===== config.mk =====
export PLATFORM = sky130hd
export DESIGN_NAME = fetch_sequencer
export DESIGN_NICKNAME = d
export VERILOG_FILES = /design/src/rtl/fetch_sequencer.sv
export SDC_FILE = /design/constraint.sdc
export NUM_CORES = 1
export LEC_CHECK = 0
export CORE_AREA = 3 3 65 67
export DETAILED_ROUTE_END_ITERATION = 8
export DIE_AREA = 0 0 68 70
export GPL_TIMING_DRIVEN = 0
export PLACE_DENSITY = 0.82
export SLEW_MARGIN = 30
export SYNTH_ARGS = -nofsm -noshare
export SYNTH_HDL_FRONTEND = slang
export SYNTH_SLANG_ARGS = --single-unit

===== constraint.sdc =====
create_clock -name clk -period 4.65 [get_ports clk]
set_input_delay 0.93 -clock clk [delete_from_list [all_inputs] [get_ports clk]]
set_output_delay 0.93 -clock clk [all_outputs]
set_load 0.1 [all_outputs]

===== src/rtl/fetch_sequencer.sv =====
// rtl/fetch_sequencer.sv - PC and fetch controller feeding decode through a one-entry fetch register
// Optional macro WRAP_TRAP_EN: trap on fetch from the all-ones PC instead of wrapping silently.
module fetch_sequencer #(
  parameter int              AW          = 8,
  parameter int              IW          = 16,
  parameter logic [AW-1:0]   RESET_PC    = '0,
  parameter logic [3:0]      HALT_OPCODE = 4'hF
) (
  input  logic          clk,
  input  logic          rst,
  input  logic          start,
  output logic [AW-1:0] im_addr,
  input  logic [IW-1:0] im_data,
  output logic          if_valid,
  input  logic          if_ready,
  output logic [IW-1:0] if_instr,
  output logic [AW-1:0] if_pc,
  input  logic          br_take,
  input  logic [AW-1:0] br_target,
  output logic          halted,
  output logic          fault
);

  typedef enum logic [1:0] {IDLE, RUN, HALT} state_t;

  state_t        state;
  logic [AW-1:0] pc;
  logic          slot_free;
  logic          is_halt;
  logic          wrap_trap;

  assign im_addr   = pc;
  assign slot_free = !if_valid || if_ready;
  assign is_halt   = (im_data[IW-1:IW-4] == HALT_OPCODE);

`ifdef WRAP_TRAP_EN
  logic fault_q;
  assign wrap_trap = (pc == {AW{1'b1}});
  assign fault     = fault_q;
`else
  assign wrap_trap = 1'b0;
  assign fault     = 1'b0;
`endif

  always_ff @(posedge clk or posedge rst) begin
    if (rst) begin
      state    <= IDLE;
      pc       <= RESET_PC;
      if_valid <= 1'b0;
      if_instr <= '0;
      if_pc    <= '0;
      halted   <= 1'b0;
`ifdef WRAP_TRAP_EN
      fault_q  <= 1'b0;
`endif
    end else begin
      // A completed handshake empties the slot unless a capture below refills it.
      if (if_valid && if_ready) if_valid <= 1'b0;
      case (state)
        IDLE: begin
          if (br_take) pc <= br_target;
          if (start) state <= RUN;
        end
        RUN: begin
          if (br_take) begin
            pc       <= br_target;
            if_valid <= 1'b0;
          end else if (slot_free) begin
            if_instr <= im_data;
            if_pc    <= pc;
            if_valid <= 1'b1;
            if (is_halt) begin
              state  <= HALT;
              halted <= 1'b1;
            end else if (wrap_trap) begin
              state   <= HALT;
              halted  <= 1'b1;
`ifdef WRAP_TRAP_EN
              fault_q <= 1'b1;
`endif
            end else begin
              pc <= pc + 1'b1;
            end
          end
        end
        HALT: begin
          // Resume past the halting instruction; capture still waits for a free slot.
          if (start && !fault) begin
            pc     <= pc + 1'b1;
            state  <= RUN;
            halted <= 1'b0;
          end
        end
        default: state <= IDLE;
      endcase
    end
  end

endmodule


Yosys cells after proc, flatten, opt, wreduce, memory -nomap -nowiden
Index checks and enable logic that the tools add are counted.
{"block": "word_totals", "elab_cells": 50, "out_inout_bits": 35, "register_bits": 36, "inputBits": 29}
{"block": "classes", "eq_ne": 11, "muxes": 20, "n_addsub": 1, "n_reduce_logical": 11, "bitwise": 1}
{"operator": "2-to-1 mux 8 bit", "n": 5}
{"operator": "case mux 8 bit (3 select lines)", "n": 1}
{"operator": "inequality test 2 bit, second input constant", "n": 5}
{"operator": "AND reduction 5 bit", "n": 2}
{"operator": "adder 8 x 1 -> 8 bit, second input constant", "n": 1}
{"operator": "2-to-1 mux 1 bit", "n": 8}
{"operator": "2-to-1 mux 2 bit", "n": 4}
{"operator": "inequality test 3 bit, second input constant", "n": 2}
{"operator": "== test 4 bit, second input constant", "n": 1}
{"operator": "case mux 2 bit (2 select lines)", "n": 1}
{"operator": "AND reduction 4 bit", "n": 1}
{"operator": "AND reduction 3 bit", "n": 1}
{"operator": "nonzero test 3 bit", "n": 1}
{"operator": "== test 2 x 1 -> 1 bit, second input constant", "n": 1}
{"operator": "== test 2 bit, second input constant", "n": 1}
{"operator": "zero test 2 bit", "n": 1}
{"operator": "inequality test 2 x 1 -> 1 bit, second input constant", "n": 1}
{"operator": "case mux 1 bit (2 select lines)", "n": 1}
{"operator": "nonzero test 2 bit", "n": 1}
{"operator": "OR reduction 2 bit", "n": 1}
{"operator": "logical AND 1 bit", "n": 1}
{"operator": "zero test 1 bit", "n": 1}
{"operator": "logical OR 1 bit", "n": 1}
{"operator": "NOT 1 bit", "n": 1}

Logic depth before layout (Yosys ltp)
Gate-level depths: netlist (run 1).
{"block": "logic_depth", "depth_word": 5, "mapped_depth": 8, "ltp_nobuf": 6}

Worst setup path before layout (run 1)
No wires, ideal clock.
{"block": "synth_path", "path_type": "in2reg", "from": "in if_ready", "to": "reg pc[0] (netlist: im_addr[0])", "setup_ns": 0.127, "setup_slack_ns": 2.464, "path_buffers": 1, "path_stages": 5, "arrival_ns": 2.059, "t_required_ns": 4.523, "cell_sequence": "nand2b_1 a311o_2 and2_4 buf_6 mux2_4"}
{"block": "synth_between", "elab_chain_cells": 3}
{"item": "start: declaration", "line_no": "15", "text": "input logic if_ready,"}
{"item": "logical OR 1 bit", "line_no": "33", "text": "assign slot_free = !if_valid || if_ready;"}
{"item": "inequality test 3 bit (no line)"}
{"item": "AND reduction 5 bit (no line)"}
{"item": "end signal: assignment", "line_no": "61", "text": "if (br_take) pc <= br_target;"}
{"item": "end signal: assignment", "line_no": "66", "text": "pc <= br_target;"}
{"item": "end signal: assignment", "line_no": "82", "text": "pc <= pc + 1'b1;"}
{"item": "end: declaration", "line_no": "27", "text": "logic [AW-1:0] pc;"}
Every way passes these cells.
A chain may end at the register's enable or synchronous reset.

Final worst setup path (run 1)
{"block": "layout_path", "from": "reg pc[3] (netlist: im_addr[3])", "to": "out im_addr[3]"}
{"item": "end: declaration", "line_no": "12", "text": "output logic [AW-1:0] im_addr,"}
No word-level cell between the ends.

==> reports/results.ini, run 1 <==
[floorplan]
core.rowCount = 22
die_y_microns = 70
dieWidth_microns = 68
top_level_ports = 64
die_area_sq_um = 4760
core_area_sq_um = 3690
start_util_pct = 46.7

[worst_setup_path]
crit_chain = clkdlybuf4s50_1
worstSetupStartpointType = flip-flop
cp_slowest_cell = clkdlybuf4s50_1
critical_path_required_ns = 3.72
cp_num_buf_inv = 1
critPathMaxFanout = 9
worstSetupPathType = reg2out
critPathArrivalTime_ns = 1.98
rrSetupSlack_ns = 2.51
max_stage_delay_ns = 1.19
crit_path_end_kind = primary output
path_delay_family = buffers and inverters

[sta]
max_freq_mhz = 343
period_share_pct = 62.7
fin_crit_ns = 2.91
rsz0062_at_grt = false
slew-limit-headroom_pct = 34.1
hold_viol = 0
skew_ns = 0.00325
tightestPinTransition_ns = 0.986
setup_viol = 0
finalSetupTns_ns = 0
drv_slew = 0

[grt]
grt_max_degree = 37
grt-ovfl-total = 0
gr-usage-all-layers_pct = 18.9
grt_pass1_wl_microns = 6860
antenna_found_initial = 0
first_global_vias = 1405

[logic_synthesis]
ys_seq_area_share_pct = 52.3
synth_warnings = 0
ys_top_cells_by_count = dfrtp_1 (36), mux2_2 (14), mux2_1 (10)
synth-seq-cells = 36
synth_edf_count = 0
ys.flop_type = dfrtp_1
post-synth-top-count-cell = dfrtp_1
synth_top_area_cell = dfrtp_1
syn_inst = 144
syn_area_per_cell_sq_um = 12.0
synth_area_sq_um = 1720
synth.distinct_cells = 35
synth_top_area_share_pct = 52.3
synth_nets = 178
async_flop_share_pct = 100
synth_top_cells_by_area = dfrtp_1 (52%), mux2_2 (9.2%), mux2_1 (6.5%)

[clock_tree]
cts_root_buf = clkbuf_8
clock_sinks = 36
cts_resized = 0
clk_latency_ns = 0.29
post_cts_buffers = 0
clock_path_buffers = 2
cts_buffers = 5
clk_pin_slew_ns = 0.07
postCtsHoldBufs = 0
htreeDepth = 2
cts_tree = done

[final_layout]
drive_gt1_share_pct = 15.0
nFillCells = 282
area_growth_pct = 46.0
nets = 247
num_antenna_cells = 0

[route]
drt_pre_antenna_iters = 4
dr_total_vias = 1458
routed_wl_microns = 4160
via_per_inst = 5.56
ant_nets = 0
drc = 0
drt_iter0_markers = 68
post_drt_wl_per_cell_microns = 15.9

[placement]
place_congestion = 0.897
post-dp-hpwl_microns = 3180
io_buffers = 62

[hold_path]
hold_class = reg2reg

[job]
max_cap_viol_count = 0

[outcome]
status = complete, no violations

-- cell usage in the layout (no fill, tap or decap), types with 5 or more instances in the layout --
cell type,netlist,layout
a22o_1,6,6
mux2_2,14,14
nor2_1,6,6
clkbuf_8,0,5
o211ai_1,7,7
mux2_1,10,10
clkdlybuf4s50_1,0,62
ha_1,5,5
nand2_1,8,8
dfrtp_1,36,36
-- through the flow --
step	setup slack, ns	cells	utilization, %	cell area, sq um	hold WS (ns)
floorplan	2.46	144	-	1720	0.512
global placement	1.87	254	65.2	2400	0.467
detailed placement	1.77	254	65.2	2400	0.479
CTS	1.75	262	68.2	2510	0.496
global route	1.68	262	68.2	2510	0.513
finish	1.74	262	68.2	2510	0.491
-- kinds of logic after synthesis --
logic type / synth area share, %
other: 0.218
buffers and inverters: 3.70
AND/OR/NAND/NOR: 9.37
flip-flops: 52.3
adder cells (fa/ha/maj): 3.63
AO/OA/AOI/OAI: 14.2
multiplexers: 16.6
-- worst paths after layout --
check,start,end,cells after the start
max,im_addr[3],im_addr[3],1
min,if_instr[5],if_instr[5],1
max reg2reg,state[1],if_pc[0],7
min in group asynchronous,rst,if_instr[14],2
min reg2reg,if_instr[5],if_instr[5],1
max in group asynchronous,rst,im_addr[1],2
-- state kept, by name (all words and copies together), names as in the netlist --
register	cells
if_valid	1
state	2
halted	1
if_instr	16
im_addr	8
if_pc	8
-- per-layer routing --
layer / vias up / share of wire [%] / GRT usage (%)
li1: 667 / - / -
met1: 718 / 39 / 23.0
met2: 70 / 51 / 31.5
met3: 3 / 9.8 / 7.40
met4: 0 / 0.38 / 3.31
met5: - / 0 / 0
-- final cells by class --
class | instances | area (sq um) | share of cell area (%)
Sequential cell | 36 | 901 | 35.8
Multi-Input combinational cell | 96 | 758 | 30.1
Tap cell | 48 | 60.1 | 2.39
Inverter | 5 | 18.8 | 0.746
Buffer | 7 | 45.0 | 1.79
Timing Repair Buffer | 62 | 621 | 24.7
Clock inverter | 3 | 42.5 | 1.69
Clock buffer | 5 | 68.8 | 2.74
Power of run 1 is left out: the tool's default activity adds up to more than one toggle a clock period on the data nets, which glitch-free logic cannot reach.
==> run 2, diff against run 1 <==
--- a/config.mk
+++ b/config.mk
@@ -5,11 +5,11 @@
 export SDC_FILE = /design/constraint.sdc
 export NUM_CORES = 1
 export LEC_CHECK = 0
-export CORE_AREA = 3 3 65 67
+export CORE_AREA = 3 3 67 69
 export DETAILED_ROUTE_END_ITERATION = 8
-export DIE_AREA = 0 0 68 70
+export DIE_AREA = 0 0 70 72
 export GPL_TIMING_DRIVEN = 0
-export PLACE_DENSITY = 0.82
+export PLACE_DENSITY = 0.78
 export SLEW_MARGIN = 30
 export SYNTH_ARGS = -nofsm -noshare
 export SYNTH_HDL_FRONTEND = slang
==> constraint.sdc (replaced) <==
create_clock -name clk -period 2.7 [get_ports clk]
set_input_delay 0.54 -clock clk [delete_from_list [all_inputs] [get_ports clk]]
set_output_delay 0.54 -clock clk [all_outputs]
set_load 0.1 [all_outputs]
==> reports/results.ini, run 2 (same netlist as run 1, synthesis figures left out) <==
[placement]
io_buffers = 62  ; unchanged
dp_slack_ns = 0.260  ; -1.51 ns
post-dp-hpwl_microns = 3090  ; -2.9%
place_congestion = 0.856  ; -4.6%

[route]
routed_wl_microns = 4070  ; -2.3%
ant_nets = 0  ; unchanged
drt_pre_antenna_iters = 4  ; unchanged
drc = 0  ; unchanged
dr_total_vias = 1411  ; -3.2%
post_drt_wl_per_cell_microns = 15.4  ; -3.0%
drt_iter0_markers = 61  ; -10%
via_per_inst = 5.34  ; -4.0%

[grt]
grt-ovfl-total = 0  ; unchanged
antenna_found_initial = 0  ; unchanged
grt_pass1_wl_microns = 6860  ; unchanged
first_global_vias = 1454  ; +3.5%
grt_max_degree = 37  ; unchanged
gr-usage-all-layers_pct = 17.2  ; -1.7 points

[clock_tree]
cts_root_buf = clkbuf_8
cts_resized = 0  ; unchanged
htreeDepth = 2  ; unchanged
cts_buffers = 5  ; unchanged
clk_pin_slew_ns = 0.07  ; about the same
clock_path_buffers = 2  ; unchanged
postCtsHoldBufs = 0  ; unchanged
clock_sinks = 36  ; unchanged
cts_tree = done
post_cts_buffers = 0  ; unchanged
clk_latency_ns = 0.29  ; about the same

[worst_setup_path]
worstSetupStartpointType = flip-flop
crit_chain = clkdlybuf4s50_1
path_delay_family = buffers and inverters
critical_path_required_ns = 2.16  ; -1.56 ns
rrSetupSlack_ns = 0.63  ; -1.88 ns
critPathArrivalTime_ns = 1.99  ; about the same
critPathMaxFanout = 9  ; unchanged
max_stage_delay_ns = 1.19  ; about the same
cp_slowest_cell = clkdlybuf4s50_1
worstSetupPathType = reg2out
cp_num_buf_inv = 1  ; unchanged
crit_path_end_kind = primary output

[floorplan]
dieWidth_microns = 70  ; +2.9%
core_area_sq_um = 3970  ; +7.7%
top_level_ports = 64  ; unchanged
start_util_pct = 43.4  ; -3.3 points
core.rowCount = 23  ; +4.5%
die_area_sq_um = 5040  ; +5.9%
die_y_microns = 72  ; +2.9%

[final_layout]
drive_gt1_share_pct = 15.0  ; unchanged
final_util_pct = 63.4  ; -4.8 points
largest_reg_flops = 16  ; unchanged
num_antenna_cells = 0  ; unchanged
nets = 247  ; unchanged
regMostFlops = if_instr
final_cell_mix = clkdlybuf4s50_1 (62), dfrtp_1 (36), mux2_2 (14)
area_growth_pct = 46.1  ; about the same
layout_commonest_cell = clkdlybuf4s50_1

[sta]
drv_slew = 0  ; unchanged
skew_ns = 0.00716  ; +0.00391 ns
fin_crit_ns = 2.53
setup_viol = 0  ; unchanged
tightestPinTransition_ns = 1.00  ; +0.0142 ns
max_freq_mhz = 395
finalSetupTns_ns = 0  ; unchanged
fin_ws_ns = 0.167  ; -1.57 ns
slew-limit-headroom_pct = 33.1  ; -0.95 points
rsz0062_at_grt = false
hold_viol = 0  ; unchanged
period_share_pct = 93.8

[job]
max_cap_viol_count = 0  ; unchanged

[outcome]
status = complete, no violations

[hold_path]
hold_class = reg2reg

-- run 2: cell counts in the layout (fill, tap and decap cells not counted) --
Identical to the previous run, type by type.
-- run 2: per-layer routing --
layer  GRT usage (%)  up-vias  routed length (microns)  part of all wire, %
met3            6.23        7                      308                  7.6
met1            21.2      680                     1730                   43
li1                -      667                        -                    -
met4            5.53        0                       54                  1.3
met2            28.5       57                     1970                   48
met5               0        -                        0                    0
-- run 2: path summary, 6_finish.rpt --
kind | depth (start not counted) | startpoint | to
setup / recovery | 1 | im_addr[4] | im_addr[4]
hold / removal | 1 | if_instr[3] | if_instr[3]
setup reg to reg | 6 | state[0] | im_addr[0]
hold reg to reg | 1 | if_instr[3] | if_instr[3]
max in group asynchronous | 2 | rst | if_valid
min in group asynchronous | 2 | rst | if_instr[4]
-- run 2: area by class of cell --
cell class                 instances  area, sq um
buffer                             7         45.0
clock inverter                     3         42.5
sequential                        36          901
timing repair buffer              62          621
clock buffer                       5         68.8
multi-input combinational         96          758
fill                             298         1450
inverter                           5         18.8
tap                               50         62.6
-- run 2: through the flow --
stage | instance area [sq um] | hold slack [ns] | instances
after global routing | 2520 | 0.506 | 264
after CTS | 2520 | 0.494 | 264
after global placement | 2410 | 0.466 | 256
after floorplan | 1720 | 0.512 | 144
final | 2520 | 0.492 | 264
after detailed placement | 2410 | 0.477 | 256
Power of run 2 is left out for the same reason.
